<file path="src/rtl/lfsr_rng.sv">
// lfsr_rng: Fibonacci LFSR with a bounded random-draw engine.
// A draw masks the LFSR state to the smallest 2^k-1 covering the bound and
// retries on rejection; after MAX_RETRY rejections it folds the candidate
// back into range by subtracting (bound+1).
// Optional macro: LFSR_RNG_ZERO_GUARD_EN -- an all-zero state (only reachable
// by loading zero) is replaced by SEED on the next edge unless reloaded.
module lfsr_rng #(
  parameter int unsigned      WIDTH     = 16,
  parameter logic [WIDTH-1:0] TAPS      = WIDTH'(16'hB400),
  parameter logic [WIDTH-1:0] SEED      = WIDTH'(1),
  parameter int unsigned      MAX_RETRY = 4
) (
  input  logic             clk,
  input  logic             iReset,
  input  logic             iEnable,
  input  logic             iLoad,
  input  logic [WIDTH-1:0] iSeed,
  input  logic             iReq,
  input  logic [WIDTH-1:0] iMax,
  output logic [WIDTH-1:0] oState,
  output logic [WIDTH-1:0] oValue,
  output logic             oValid,
  output logic             oBusy
);

  localparam int unsigned RETRY_W = 4;

  typedef enum logic [1:0] {
    IDLE = 2'd0,
    DRAW = 2'd1,
    DONE = 2'd2
  } state_t;

  state_t               state_q, state_d;
  logic [WIDTH-1:0]     lfsr_q, lfsr_d;
  logic [WIDTH-1:0]     max_q, max_d;
  logic [WIDTH-1:0]     mask_q, mask_d;
  logic [WIDTH-1:0]     value_q, value_d;
  logic [RETRY_W-1:0]   retry_q, retry_d;
  logic                 valid_q, valid_d;
  logic                 busy_q, busy_d;
  logic                 feedback;
  logic [WIDTH-1:0]     lfsr_step;
  logic [WIDTH-1:0]     cand;

  // Smallest all-ones value >= x: smear the highest set bit downwards.
  function automatic logic [WIDTH-1:0] smear(input logic [WIDTH-1:0] x);
    logic [WIDTH-1:0] m;
    m = x;
    for (int unsigned s = 1; s < WIDTH; s = s << 1) begin
      m = m | (m >> s);
    end
    return m;
  endfunction

  assign feedback  = ^(lfsr_q & TAPS);
  assign lfsr_step = {lfsr_q[WIDTH-2:0], feedback};
  assign cand      = lfsr_q & mask_q;

  // LFSR next state: load beats (optional zero recovery) beats step beats hold.
  always_comb begin
    lfsr_d = lfsr_q;
    if (iLoad) begin
      lfsr_d = iSeed;
    end
`ifdef LFSR_RNG_ZERO_GUARD_EN
    else if (lfsr_q == '0) begin
      lfsr_d = SEED;
    end
`endif
    else if (iEnable || (state_q == DRAW)) begin
      lfsr_d = lfsr_step;
    end
  end

  // Draw FSM next state and registered-output next values.
  always_comb begin
    state_d = state_q;
    retry_d = retry_q;
    max_d   = max_q;
    mask_d  = mask_q;
    value_d = value_q;
    case (state_q)
      IDLE: begin
        if (iReq) begin
          state_d = DRAW;
          max_d   = iMax;
          mask_d  = smear(iMax);
          retry_d = '0;
        end
      end
      DRAW: begin
        if (cand <= max_q) begin
          value_d = cand;
          state_d = DONE;
        end else if ((32'(retry_q) + 32'd1) < MAX_RETRY) begin
          retry_d = retry_q + RETRY_W'(1);
        end else begin
          // mask <= 2*max+1, so the folded value always lands in [0, max]
          value_d = WIDTH'({1'b0, cand} - {1'b0, max_q} - (WIDTH+1)'(1));
          state_d = DONE;
        end
      end
      DONE: begin
        state_d = IDLE;
      end
      default: begin
        state_d = IDLE;
      end
    endcase
    valid_d = (state_d == DONE);
    busy_d  = (state_d != IDLE);
  end

  // State and output registers with asynchronous reset.
  always_ff @(posedge clk or posedge iReset) begin
    if (iReset) begin
      state_q <= IDLE;
      lfsr_q  <= SEED;
      max_q   <= '0;
      mask_q  <= '0;
      value_q <= '0;
      retry_q <= '0;
      valid_q <= 1'b0;
      busy_q  <= 1'b0;
    end else begin
      state_q <= state_d;
      lfsr_q  <= lfsr_d;
      max_q   <= max_d;
      mask_q  <= mask_d;
      value_q <= value_d;
      retry_q <= retry_d;
      valid_q <= valid_d;
      busy_q  <= busy_d;
    end
  end

  assign oState = lfsr_q;
  assign oValue = value_q;
  assign oValid = valid_q;
  assign oBusy  = busy_q;

endmodule

</file>
<file path="config.mk">
export PLATFORM = sky130hd
export DESIGN_NAME = lfsr_rng
export DESIGN_NICKNAME = d
export VERILOG_FILES = /design/src/rtl/lfsr_rng.sv
export SDC_FILE = /design/constraint.sdc
export NUM_CORES = 1
export LEC_CHECK = 0
export BUFFER_PORTS_ARGS = -buffer_cell sky130_fd_sc_hd__buf_2
export CORE_MARGIN = 4
export CORE_UTILIZATION = 23
export DETAILED_ROUTE_END_ITERATION = 6
export PLACE_DENSITY = 0.45
export SETUP_SLACK_MARGIN = 0.15
export SLEW_MARGIN = 20
export SYNTH_ARGS = -nofsm -noshare
export SYNTH_HDL_FRONTEND = slang
export SYNTH_SLANG_ARGS = --single-unit
</file>
<file path="constraint.sdc">
create_clock -name clk -period 3.31 [get_ports clk]
set_clock_uncertainty 0.15 [all_clocks]
set_input_delay 0.1655 -clock clk [delete_from_list [all_inputs] [get_ports clk]]
set_output_delay 0.1655 -clock clk [all_outputs]
set_load 0.02 [all_outputs]
</file>
==> implementation parameters <==
Parameter                              Value

Outcome
  Outcome ... finished, final reports clean

Timing
  Final setup TNS ... 0 ns
  RSZ-0062 raised after global routing ... false
  Least-Margin Pin Slew ... about 0.77 ns
  Min Clock Period, post-route ... 2.94 ns
  Rel. slew slack ... 48.5%
  # setup viols final ... 0
  Endpoints failing hold ... 0
  Period utilisation layout ... 88.8%
  Number of slew-limit violations in the final report ... 0
  Achievable Freq ... 0.340 GHz

Detailed routing
  Uppermost metal layer occupied by signal nets ... met4
  Drt pass-1 iters ... 4
  Detailed-routed wire length on met2 ... 4840 µm
  Post-route ant nets ... 0
  Post-detailed-route via-to-cell ratio ... 4.37
  Number of DRC violations after detailed routing ... 0
  Met1 WL ... between 5000 and 6000 µm
  Total number of vias ... between 3,000 and 4,000
  Detail-routed net length per standard cell ... 14.3 µm
  Total Wirelength ... 10,900 µm
  Total met3 wirelength after detailed routing ... between 300 and 400 µm
  DRC marker count from the first detailed-route iteration ... 163

Final layout
  Final #Nets ... 594
  Antenna diode count ... 0
  Layout overhead on the synthesized area ... 32.7%
  Final design utilization ... 31.4%
  Share of layout cells above drive strength 1 ... 23.2%

Clocking
  Clock tree from TritonCTS ... yes
  CTS clock-pin slew for the worst setup and hold paths ... about 0.050 ns
  Root Driver ... sky130_fd_sc_hd__clkbuf_16
  Number of clock buffers inserted by TritonCTS ... 9
  CTS Buffer Depth ... 2
  Total clock sinks ... 71
  Clock H-tree levels ... 3
  Skew-Pair Late Insertion Delay ... 0.34 ns

Logic synthesis
  Proportion of synthesized flip-flops having asynchronous set or reset ... 100%
  Distinct cell type count after synthesis ... 47
  Top cells by count, synth ... sky130_fd_sc_hd__dfrtp_1, sky130_fd_sc_hd__nor2_1, sky130_fd_sc_hd__a21oi_1
  Number of synthesized flops with an enable pin ... 0
  Warnings, synthesis ... 0
  Mean area per synthesized cell ... 9.20 µm²
  Area contributors post-synth ... sky130_fd_sc_hd__dfrtp_1, sky130_fd_sc_hd__a21oi_1, sky130_fd_sc_hd__ha_1
  Most instantiated flip-flop cell in the synthesis netlist ... sky130_fd_sc_hd__dfrtp_1
  Area of the mapped netlist ... 0.00395 mm²
  Share of the synthesized area in the top cell type ... 44.4%
  Yosys reg bits ... just over 70
  Synthesized net count ... about 480
  Most used standard cell by instance count after synthesis ... sky130_fd_sc_hd__dfrtp_1
  Dominant cell type by area after synthesis ... sky130_fd_sc_hd__dfrtp_1
  Sequential fraction of the synthesis area ... between 40% and 50%
  Number of instances in the synthesized netlist ... ~430

Global routing
  First-pass GRT wire length ... between 15,000 and 20,000 µm
  Vias in the first global route ... 3,383
  All-Layer GR Usage ... between 10% and 20%
  Largest net degree at the start of global routing ... 60
  Antenna violations before repair ... 0
  Global route overflow ... 0

Place
  Gp weighted congestion ... 0.833
  HPWL after detailed placement ... 8450 µm
  Number of port buffers ... 70

Worst setup path
  Maximum fanout along the worst path ... 4
  Cell-by-cell listing of the critical path ... nand2_1, inv_1, ha_1, inv_1, fa_1, nor2b_1, o31a_1, o21ai_0, a21oi_2, a31oi_1, xor2_1, a221oi_1
  Largest stage delay on the critical path ... 0.59 ns
  Worst EP arrival ... 3.02 ns
  Most numerous cell on the critical path ... sky130_fd_sc_hd__inv_1
  Crit path capture type ... register
  Sum of buffers and inverters on the critical path ... 2
  Slowest library cell on the worst path ... sky130_fd_sc_hd__dfstp_2
  Setup slack on the worst flop-to-flop path ... 0.37 ns
  Critical path required time ... roughly 3.4 ns
  Launching element type of the critical path ... register
  Setup CP Type ... register to register
  Crit path launch ... oState[0]
  Cell class contributing the biggest share of worst-path delay ... compound AO/OA/AOI/OAI gates
  Worst Reg-to-Reg Cells ... 12
  Crit Reg-Reg Startpoint ... oState[0]
  Critical path depth in cells ... 12
  Capture point of the worst reg-to-reg path ... oValue[12]
  Worst setup path end ... oValue[12]

Floorplan
  Height of the die ... 139 µm
  Ports placed on the boundary ... 71
  Initial standard-cell utilization of the core ... 23.6%
  Number of rows created at floorplan ... 47
  Floorplan die area ... roughly 0.019 mm²
  Die X ... 139 µm
  Core Area ... around 0.017 mm²

Hold path
  Class of the tightest hold or removal check ... primary input to register

Pwr
  Pwr Density ... 1030 mW/mm²
  LEAKAGE ... 0.00239 µW
  Worst vdd ir ... 0.305 mV

Flow run
  Max-Cap Viols ... 0
[area by class of cell]
class	count	area (µm²)
fillers	1799	11500
multi-input cells	299	1950
flip-flops and latches	71	1780
repair buffers	117	803
well taps	220	275
clock buffers	12	267
inverters	41	154
clock inverters	3	17.5
[how the worst min path moves through the flow]
stage | start | endpoint | depth (start not counted)
floorplan | iMax[0] | max_q[0] | 2
global placement | iReset | oState[6] | 2
detailed placement | iReset | oState[6] | 2
CTS | iSeed[0] | oState[0] | 4
global route | iSeed[0] | oState[0] | 4
finish | iSeed[12] | oState[12] | 3
[flip-flops by register name, summed over array words and instances, names as in the netlist]
register and flops:
max_q 16, oState 16, oValue 16, mask_q 15, retry_q 4, state_q 2
oBusy 1, oValid 1
[layer usage]
metal	up-vias	track usage [%]
met1	1562	16.5
met4	0	4.99
met2	72	17.4
li1	1682	-
met3	16	2.38
met5	-	0
[stage by stage]
| step | power [µW] | instances | setup WS, ns | hold WS, ns | instance area (µm²) |
|---|---|---|---|---|---|
| detailed placement | 4390 | 716 | 0.00399 | 0.215 | 4610 |
| global route | 5850 | 763 | 0.166 | 0.0380 | 5240 |
| floorplan | 3480 | 429 | 0.259 | 0.132 | 3950 |
| global placement | 4360 | 716 | 0.0912 | 0.200 | 4610 |
| finish | 5380 | 763 | 0.371 | 0.0257 | 5240 |
| CTS | 5380 | 761 | 0.165 | 0.0127 | 5200 |
[cells by family (layout without fill, tap and decap cells)]
logic type	after synthesis	in the layout	synth area share, %
AOI/OAI and AO/OA	107	107	18.1
xor gates and xnor gates	16	16	3.55
adders and majority gates	18	18	5.89
buffers and inverters	59	173	6.18
DFF	71	71	45.0
muxes	22	22	5.73
and+or+nand+nor	136	136	15.6
[report_power, final]
group	switching (µW)	total, µW	leakage, µW	internal (µW)
Sequential	195	1370	0.000794	1180
Clock	361	922	0.000140	561
Combinational	1820	3080	0.00146	1260
Total	2370	5380	0.00239	3000
[cell usage in the layout (no fill, tap or decap), drive strengths merged, types with 4 or more instances in the layout]
master / count
dlygate4sd3: 30
clkbuf: 12
nor2b: 8
ha: 17
nand2b: 8
buf: 87
a21oi: 45
mux2i: 17
a221oi: 12
mux2: 5
nor3: 6
nor2: 55
a21o: 4
dfrtp: 70
and2: 4
nand2: 37
xor2: 6
nand3: 6
o21ai: 27
a31oi: 7
xnor2: 10
inv: 41
[what timing repair did]
item                                   CTS  global route
setup endpoints to repair               13            12
setup buffers                            0             2
hold buffers                            30             0
endpoints found under the hold margin   70             0
resized for setup                        1             3
pin swaps                                0             2
[worst reg2reg max path: cells and delay by family, from the launching register on]
kind                       cells  cell delay [ns]
xor gates and xnor gates       1             0.16
DFF                            1             0.59
and+or+nand+nor                2             0.29
buffers and inverters          2             0.13
adders and majority gates      2             0.55
AOI/OAI and AO/OA              5             0.96
No activity file was read; power rests on OpenSTA's default activity.
